===== src/rtl/add_sub_bist_ctrl_pkg.sv =====
// Shared definitions for the add/sub BIST controller: FSM states,
// default LFSR seed and the Fibonacci tap mask (taps 16,14,13,11).
package add_sub_pkg;

    typedef enum logic [1:0] {
        ST_IDLE  = 2'd0,
        ST_DRIVE = 2'd1,
        ST_CHECK = 2'd2,
        ST_DONE  = 2'd3
    } bist_state_e;

    localparam logic [15:0] DEFAULT_SEED  = 16'hACE1;
    localparam logic [15:0] LFSR_TAP_MASK = 16'hB400;

    // A zero seed would lock the LFSR, so it is replaced by the default.
    function automatic logic [15:0] fix_seed(input logic [15:0] s);
        return (s == 16'h0000) ? DEFAULT_SEED : s;
    endfunction

    // One Fibonacci step: shift left, XOR of tapped bits enters bit 0.
    function automatic logic [15:0] lfsr_next(input logic [15:0] v);
        return {v[14:0], ^(v & LFSR_TAP_MASK)};
    endfunction

endpackage


===== src/rtl/add_sub_bist_ctrl_lfsr16.sv =====
// 16-bit Fibonacci LFSR with synchronous load of the (sanitised) seed.
module lfsr16
    import add_sub_pkg::*;
#(
    parameter logic [15:0] SEED = DEFAULT_SEED
) (
    input  logic        clk,
    input  logic        rst_n,
    input  logic        load,
    input  logic        step,
    output logic [15:0] value
);

    localparam logic [15:0] SEED_FIXED = fix_seed(SEED);

    logic [15:0] value_q;
    logic [15:0] value_d;

    // Next value: load has priority over step.
    always_comb begin
        value_d = value_q;
        if (load) begin
            value_d = SEED_FIXED;
        end else if (step) begin
            value_d = lfsr_next(value_q);
        end
    end

    // State register, reset to the seed.
    always_ff @(posedge clk or negedge rst_n) begin
        if (!rst_n) begin
            value_q <= SEED_FIXED;
        end else begin
            value_q <= value_d;
        end
    end

    assign value = value_q;

endmodule


===== src/rtl/add_sub_bist_ctrl.sv =====
// BIST controller for an external add/sub unit: drives LFSR vectors,
// checks the returned sum/carry, counts mismatches.
// Optional macro ADD_SUB_BIST_FAIL_CAPTURE_EN adds first-failure capture ports.
module add_sub_bist_ctrl
    import add_sub_pkg::*;
#(
    parameter int unsigned WIDTH       = 4,
    parameter int unsigned NUM_VECTORS = 8,
    parameter logic [15:0] SEED        = 16'hACE1
) (
    input  logic             clk,
    input  logic             rst_n,
    input  logic             start,
    output logic [WIDTH-1:0] a,
    output logic [WIDTH-1:0] b,
    output logic             mode,
    input  logic [WIDTH:0]   s_d,
    input  logic             cout,
    output logic             busy,
    output logic             done,
    output logic             pass,
`ifdef ADD_SUB_BIST_FAIL_CAPTURE_EN
    output logic             fail_valid,
    output logic [WIDTH-1:0] fail_a,
    output logic [WIDTH-1:0] fail_b,
    output logic             fail_mode,
    output logic [WIDTH:0]   fail_s_d,
`endif
    output logic [7:0]       err_count,
    output logic [7:0]       vec_count
);

    localparam logic [8:0] NUM_VEC = 9'(NUM_VECTORS);

    bist_state_e      state_q, state_d;
    logic [WIDTH-1:0] a_q, a_d, b_q, b_d;
    logic             mode_q, mode_d;
    logic [7:0]       err_q, err_d, vec_q, vec_d;
    logic             pass_q, pass_d;
    logic             lfsr_load, lfsr_step;
    logic [15:0]      lfsr_val;
    logic [WIDTH-1:0] b_eff;
    logic [WIDTH:0]   expected;
    logic             mismatch;
    logic             unused_lfsr_bits;

    lfsr16 #(.SEED(SEED)) u_lfsr (
        .clk   (clk),
        .rst_n (rst_n),
        .load  (lfsr_load),
        .step  (lfsr_step),
        .value (lfsr_val)
    );

    // Not every LFSR bit feeds an operand for small WIDTH.
    assign unused_lfsr_bits = ^lfsr_val;

    // Reference result of the unit under test for the currently driven vector.
    always_comb begin
        b_eff    = mode_q ? ~b_q : b_q;
        expected = {1'b0, a_q} + {1'b0, b_eff} + {{WIDTH{1'b0}}, mode_q};
        mismatch = (s_d != expected) || (cout != expected[WIDTH]);
    end

    // Next-state and datapath updates for the run sequencer.
    always_comb begin
        state_d   = state_q;
        a_d       = a_q;
        b_d       = b_q;
        mode_d    = mode_q;
        err_d     = err_q;
        vec_d     = vec_q;
        pass_d    = pass_q;
        lfsr_load = 1'b0;
        lfsr_step = 1'b0;
        case (state_q)
            ST_IDLE: begin
                if (start) begin
                    state_d   = ST_DRIVE;
                    err_d     = '0;
                    vec_d     = '0;
                    pass_d    = 1'b0;
                    lfsr_load = 1'b1;
                end
            end
            ST_DRIVE: begin
                a_d       = lfsr_val[WIDTH-1:0];
                b_d       = lfsr_val[2*WIDTH-1:WIDTH];
                mode_d    = lfsr_val[15];
                lfsr_step = 1'b1;
                state_d   = ST_CHECK;
            end
            ST_CHECK: begin
                vec_d = vec_q + 8'd1;
                if (mismatch && (err_q != 8'hFF)) begin
                    err_d = err_q + 8'd1;
                end
                if ({1'b0, vec_d} < NUM_VEC) begin
                    state_d = ST_DRIVE;
                end else begin
                    // pass is resolved on entry to DONE so it is valid alongside done.
                    state_d = ST_DONE;
                    pass_d  = (err_d == 8'd0);
                end
            end
            ST_DONE: begin
                state_d = ST_IDLE;
            end
            default: begin
                state_d = ST_IDLE;
            end
        endcase
    end

    // Sequencer and datapath registers.
    always_ff @(posedge clk or negedge rst_n) begin
        if (!rst_n) begin
            state_q <= ST_IDLE;
            a_q     <= '0;
            b_q     <= '0;
            mode_q  <= 1'b0;
            err_q   <= '0;
            vec_q   <= '0;
            pass_q  <= 1'b0;
        end else begin
            state_q <= state_d;
            a_q     <= a_d;
            b_q     <= b_d;
            mode_q  <= mode_d;
            err_q   <= err_d;
            vec_q   <= vec_d;
            pass_q  <= pass_d;
        end
    end

    assign a         = a_q;
    assign b         = b_q;
    assign mode      = mode_q;
    assign err_count = err_q;
    assign vec_count = vec_q;
    assign pass      = pass_q;
    assign busy      = (state_q == ST_DRIVE) || (state_q == ST_CHECK);
    assign done      = (state_q == ST_DONE);

`ifdef ADD_SUB_BIST_FAIL_CAPTURE_EN
    logic             fv_q, fv_d, fm_q, fm_d;
    logic [WIDTH-1:0] fa_q, fa_d, fb_q, fb_d;
    logic [WIDTH:0]   fs_q, fs_d;

    // Capture the first mismatching vector of a run; cleared on start.
    always_comb begin
        fv_d = fv_q;
        fa_d = fa_q;
        fb_d = fb_q;
        fm_d = fm_q;
        fs_d = fs_q;
        if ((state_q == ST_IDLE) && start) begin
            fv_d = 1'b0;
            fa_d = '0;
            fb_d = '0;
            fm_d = 1'b0;
            fs_d = '0;
        end else if ((state_q == ST_CHECK) && mismatch && !fv_q) begin
            fv_d = 1'b1;
            fa_d = a_q;
            fb_d = b_q;
            fm_d = mode_q;
            fs_d = s_d;
        end
    end

    // Failure capture registers.
    always_ff @(posedge clk or negedge rst_n) begin
        if (!rst_n) begin
            fv_q <= 1'b0;
            fa_q <= '0;
            fb_q <= '0;
            fm_q <= 1'b0;
            fs_q <= '0;
        end else begin
            fv_q <= fv_d;
            fa_q <= fa_d;
            fb_q <= fb_d;
            fm_q <= fm_d;
            fs_q <= fs_d;
        end
    end

    assign fail_valid = fv_q;
    assign fail_a     = fa_q;
    assign fail_b     = fb_q;
    assign fail_mode  = fm_q;
    assign fail_s_d   = fs_q;
`endif

endmodule


===== config.mk =====
export PLATFORM = sky130hd
export DESIGN_NAME = add_sub_bist_ctrl
export DESIGN_NICKNAME = d
export VERILOG_FILES = /design/src/rtl/add_sub_bist_ctrl_pkg.sv /design/src/rtl/add_sub_bist_ctrl_lfsr16.sv /design/src/rtl/add_sub_bist_ctrl.sv
export SDC_FILE = /design/constraint.sdc
export NUM_CORES = 1
export LEC_CHECK = 0
export CAP_MARGIN = 20
export CORE_AREA = 3 3 76 78
export DETAILED_ROUTE_END_ITERATION = 16
export DIE_AREA = 0 0 79 81
export PLACE_DENSITY = 0.78
export SLEW_MARGIN = 5
export SYNTH_ARGS = -nofsm -noshare
export SYNTH_HDL_FRONTEND = slang
export SYNTH_SLANG_ARGS = --single-unit
export TNS_END_PERCENT = 1

===== constraint.sdc =====
create_clock -name clk -period 2.6 [get_ports clk]
set_clock_uncertainty 0.1 [all_clocks]
set_input_delay 0.52 -clock clk [delete_from_list [all_inputs] [get_ports clk]]
set_output_delay 0.52 -clock clk [all_outputs]
set_load 0.02 [all_outputs]

# Word level (Yosys, flattened, before mapping)
# Index checks and enable logic that the tools add are counted.
word_totals:
  regBits: 44
  in_bits: 9
  out_inout_bits: 28
  elab_cells: 49
op_classes:
  n_addsub: 4
  magnitude_cmp: 1
  eq_ne: 8
  mux: 17
  bitwise_logic: 1
  n_reduce_logical: 10
ops:
  columns: ["operator", "n"]
  rows:
  - ["$mux W16", 2]
  - ["$pmux W8 S2", 2]
  - ["$mux W8", 3]
  - ["$add A8 B1 Y8 const B", 2]
  - ["$reduce_xor A16 Y1", 1]
  - ["$logic_not A8 Y1", 1]
  - ["$lt A8 B4 Y1 const B", 1]
  - ["$ne A8 B8 Y1 const B", 1]
  - ["$pmux W2 S4", 1]
  - ["$add A4 B4 Y5", 1]
  - ["$add A5 B1 Y5", 1]
  - ["$mux W1", 5]
  - ["$ne A5 B5 Y1", 1]
  - ["$eq A2 B2 Y1 const B", 2]
  - ["$mux W2", 2]
  - ["$mux W4", 1]
  - ["$ne A2 B2 Y1 const B", 2]
  - ["$not A4 Y4", 1]
  - ["$reduce_bool A2 Y1", 2]
  - ["$reduce_and A3 Y1", 1]
  - ["$eq A2 B1 Y1 const B", 1]
  - ["$logic_not A2 Y1", 1]
  - ["$logic_or A1 B1 Y1", 2]
  - ["$pmux W1 S2", 1]
  - ["3 further kinds", 3]

# Logic depth before layout (Yosys ltp)
depth:
  ltp_word: 12
  mapped_depth: 10
  depth_no_buf: 9

# Cells and area by module
# A second synthesis with hierarchy kept.
hier_totals:
  hier_cells: 244
  hier_area_um2: 2524.9
modules_own_cells:
  columns: ["module", "n_inst", "cells_each", "area_each_um2", "seq_area_each_um2"]
  rows:
  - ["add_sub_bist_ctrl", 1, 189, 1820.5, 700.7]
  - ["lfsr16", 1, 55, 704.4, 410.4]

# Worst setup path after synthesis
# OpenSTA, ideal clock, no wires.
synth_path:
  path_kind: "register -> register"
  start: "reg mode_q (netlist: mode)"
  end: "reg pass_q (netlist: pass)"
  setup_time_ns: 0.104
  arrival_time_ns: 2.661
  required_time_ns: 2.396
  path_slack_ns: -0.264
  path_stages_with_launch: 11
  path_buffers: 1
  period_less_slack_ns: 2.864
  path_cell_list: "dfrtp_1 -> xor2_1 -> inv_1 -> fa_1 -> xor3_1 -> nand3_2 -> o21ba_1 -> buf_6 -> a2111oi_0 -> a211oi_1 -> o41ai_2"
synth_between:
  elab_chain_cells: 11
  elab_cells_between_ends: 12
  cone_classes: "add/sub (2); eq/ne (2); mux (5); reduce/logical (3)"
synth_lines:
  columns: ["item", "line_no", "rtl"]
  rows:
  - ["start, declared", "add_sub_bist_ctrl.sv:37", "logic mode_q, mode_d;"]
  - ["start signal, assigned", "add_sub_bist_ctrl.sv:129", "mode_q <= mode_d;"]
  - ["$mux W4", "add_sub_bist_ctrl.sv:60", "b_eff = mode_q ? ~b_q : b_q;"]
  - ["$add A4 B4 Y5", "add_sub_bist_ctrl.sv:61", "expected = {1'b0, a_q} + {1'b0, b_eff} + {{WIDTH{1'b0}}, mode_q};"]
  - ["$add A5 B1 Y5 *", "add_sub_bist_ctrl.sv:61", null]
  - ["$ne A5 B5 Y1 or $ne A1 B1 Y1 (tied branches)", "add_sub_bist_ctrl.sv:62", "mismatch = (s_d != expected) || (cout != expected[WIDTH]);"]
  - ["$logic_or A1 B1 Y1 *", "add_sub_bist_ctrl.sv:62", null]
  - ["$logic_and A1 B1 Y1 *", "add_sub_bist_ctrl.sv:95", "if (mismatch && (err_q != 8'hFF)) begin"]
  - ["$mux W8 *", "add_sub_bist_ctrl.sv:95", null]
  - ["$mux W8 *", "add_sub_bist_ctrl.sv:76", "case (state_q)"]
  - ["$logic_not A8 Y1 *", "add_sub_bist_ctrl.sv:103", "pass_d = (err_d == 8'd0);"]
  - ["$mux W1 *", "add_sub_bist_ctrl.sv:98", "if ({1'b0, vec_d} < NUM_VEC) begin"]
  - ["$pmux W1 S2 *", "add_sub_bist_ctrl.sv:76", null]
  - ["end signal, assigned", "add_sub_bist_ctrl.sv:132", "pass_q <= pass_d;"]
  - ["end, declared", "add_sub_bist_ctrl.sv:39", "logic pass_q, pass_d;"]
# Mark *: on every way between the ends. The rest lies on a longest branch, timed or not. The select of a mux whose other input is x is not followed.
# A chain may end at the register's enable or synchronous reset.

# Final worst setup path
# Ends and elaborated chain as after synthesis.

==> impl_metrics.py <==
metrics = {
    "outcome": {
        "outcome": "finished with violations",
        "violations": "negative setup slack",
    },
    "worst_setup_path": {
        "worst-path-stages": 9,
        "cp_data_arrival_time_ns": 2.83,
        "worst_path_largest_cell_delay_ns": 0.48,
        "cp_cell_sequence": "buf_6 -> mux2i_4 -> fa_2 -> xor2_2 -> nand3_2 -> o21ba_4 -> a211o_2 -> o32a_1 -> o41ai_2",
        "start_kind": "flop",
        "cp_max_fo": 6,
        "path_class": "reg2reg",
        "crit_family": "compound AO/OA/AOI/OAI gates",
        "end_kind": "flop",
        "cp_data_required_time_ns": 2.71,
        "ff2ff_path_depth": 9,
        "path_buf_inv": 1,
        "cp_slowest_cell": "fa_2",
    },
    "clock_network": {
        "clockRootBuffer": "clkbuf_8",
        "cts_hold_buf": 0,
        "clockBufferDepth": 2,
        "cts_tree": "yes",
        "path_clk_slew_ns": 0.09,
        "numClockSinks": 44,
        "cts_htree_levels": 2,
        "cts_buffers": 5,
        "clock_latency_ns": 0.30,
    },
    "finish": {
        "multi_input_area_um2": 1430,
        "final_core_util_pct": 64.7,
        "synthToLayoutAreaGrowth_pct": 31.7,
        "nFillCells": 439,
        "stdcell_count": 390,
        "drive_above_1_share_pct": 21.3,
        "nNetsFinal": 338,
        "regArea_um2": 1110,
        "antenna_cells": 0,
    },
    "detailed_routing": {
        "ant_nets": 0,
        "wl_um": 6140,
        "drc_errors": 0,
        "drt-wirelength-per-cell_um": 15.7,
        "dr.pass1.iters": 4,
        "via_per_inst": 5.63,
        "num_vias": 2196,
        "drt_first_iter_violations": 111,
    },
    "grt": {
        "grt_use_total_pct": 20.2,
        "grt_pass1_wl_um": 10100,
        "overflow": 0,
        "grt_pass1_vias": 2169,
        "antenna_found_initial": 0,
        "grt_max_degree": 27,
    },
    "sta": {
        "fin_ws_ns": -0.126,
        "max_freq_ghz": 0.367,
        "worst_slew_pin_slew_ns": 0.581,
        "finalHoldViolations": 0,
        "layout_worst_path_cycle_share_pct": 105,
        "rsz0062_at_grt": "true",
        "min_period_ns": 2.73,
        "setup_viol": 5,
        "maxSlewViolCount": 0,
        "slew_headroom_pct": 61.3,
        "holdWs_ns": 0.102,
    },
    "synth": {
        "synth.cell_area_um2": 2520,
        "synthArstFlopShare_pct": 100,
        "syn_inst": 263,
        "yosysMostFrequentCell": "dfrtp_1",
        "ys_top_cells_by_area": "dfrtp_1 (36%), dfstp_2 (8.3%), o21ai_0 (5.2%)",
        "synth-edff-count": 0,
        "synth_ff_type": "dfrtp_1",
        "yosys.area.top_type": "dfrtp_1",
        "yosys_warnings": 0,
        "synth_commonest_cells": "dfrtp_1 (36), nand2_1 (34), o21ai_0 (26)",
        "ys_seq_elements": 44,
        "yosysSeqAreaShare_pct": 44.0,
        "synth_cell_types": 51,
        "synth_top_area_share_pct": 35.7,
        "avgSynthCellArea_um2": 9.60,
        "synth_nets": 282,
    },
    "floorplan": {
        "die_w_um": 79,
        "die_area_um2": 6400,
        "ioPinCount": 37,
        "rows": 26,
        "die_y_um": 81,
        "fp.coreArea_um2": 5140,
        "start_util_pct": 49.1,
    },
    "power_and_ir_drop": {
        "pwr_density_cell_nw_per_um2": 1250,
        "cellLeakagePower_nw": 1.42,
        "finalPower_w": 0.00417,
        "peakVddDrop_mv": 0.745,
    },
    "placed_design": {
        "dp_hpwl_um": 4330,
        "place.port_buffers": 36,
        "gp_congestion": 0.833,
        "place_inst": 377,
    },
    "worst_hold_path": {
        "hp-class": "in2async",
    },
    "job": {
        "max_cap_viol_count": 0,
    },
}
-- cell usage in the layout, fill, tap and decap left out, types with 9 or more instances in the layout --
| cell | netlist | routed |
|---|---|---|
| clkdlybuf4s50_1 | 0 | 35 |
| nand2_1 | 34 | 34 |
| dfrtp_1 | 36 | 33 |
| o21ai_0 | 26 | 24 |
| buf_4 | 0 | 22 |
| inv_1 | 14 | 13 |
| nand2b_1 | 11 | 11 |
| a21oi_1 | 13 | 11 |
| mux2i_1 | 10 | 9 |
| nor2_1 | 10 | 9 |
-- area by class of cell --
type / instances / share of cell area (%)
multi-input combinational: 194 / 43.1
sequential: 44 / 33.5
timing repair buffer: 60 / 16.6
tap: 70 / 2.63
clock buffer: 6 / 2.18
inverter: 14 / 1.58
clock inverter: 2 / 0.376
-- per-layer routing --
layer	GRT usage (%)	vias up	share of wire, %
met1	25.4	1069	44
met4	6.36	0	1.6
met5	0	-	0
li1	-	1045	-
met2	35.4	71	49
met3	3.55	11	5.1
-- metrics by stage --
| stage | worst slack [ns] | cell area, um2 | setup TNS, ns |
|---|---|---|---|
| final | -0.126 | 3320 | -0.259 |
| after global routing | -0.229 | 3320 | -1.17 |
| after global placement | -0.0795 | 3090 | -0.295 |
| after floorplan | -0.0491 | 2550 | -0.110 |
| after CTS | -0.133 | 3280 | -0.261 |
| after detailed placement | -0.206 | 3090 | -0.837 |
-- power by group --
part,switching (W),internal (W),leakage (nW)
sequential,0.000225,0.000956,0.553
clock,0.000248,0.000188,0.0412
combinational,0.00134,0.00122,0.823
total,0.00181,0.00236,1.42
-- cells by family after synthesis --
family                     share of synthesized area, %
AOI/OAI and AO/OA                                  20.8
xor gates and xnor gates                           6.00
adders and majority gates                          5.25
buffers and inverters                              4.01
DFF                                                44.0
muxes                                              5.30
and+or+nand+nor                                    14.6
-- path summary, 6_finish.rpt --
path,end,slack [ns],from
min in group clk,u_lfsr.value[7],0.41,u_lfsr.value[7]
worst max register to register,pass,-0.13,mode
worst min-delay path,err_count[1],0.10,rst_n
worst min register to register,u_lfsr.value[7],0.41,u_lfsr.value[7]
worst max-delay path,pass,-0.13,mode
max in group asynchronous,u_lfsr.value[0],1.64,rst_n
-- what timing repair did --
item                       CTS  global route
pin swaps                    8             6
buffers inserted             4             1
gates resized for setup     12             8
setup endpoints to repair    9             9
-- registers in the layout, summed over array words and instances (netlist names) --
signal / flops
b: 4
err_count: 8
vec_count: 8
pass: 1
u_lfsr.value: 16
mode: 1
state_q: 2
a: 4
No activity file was read; power rests on OpenSTA's default activity.
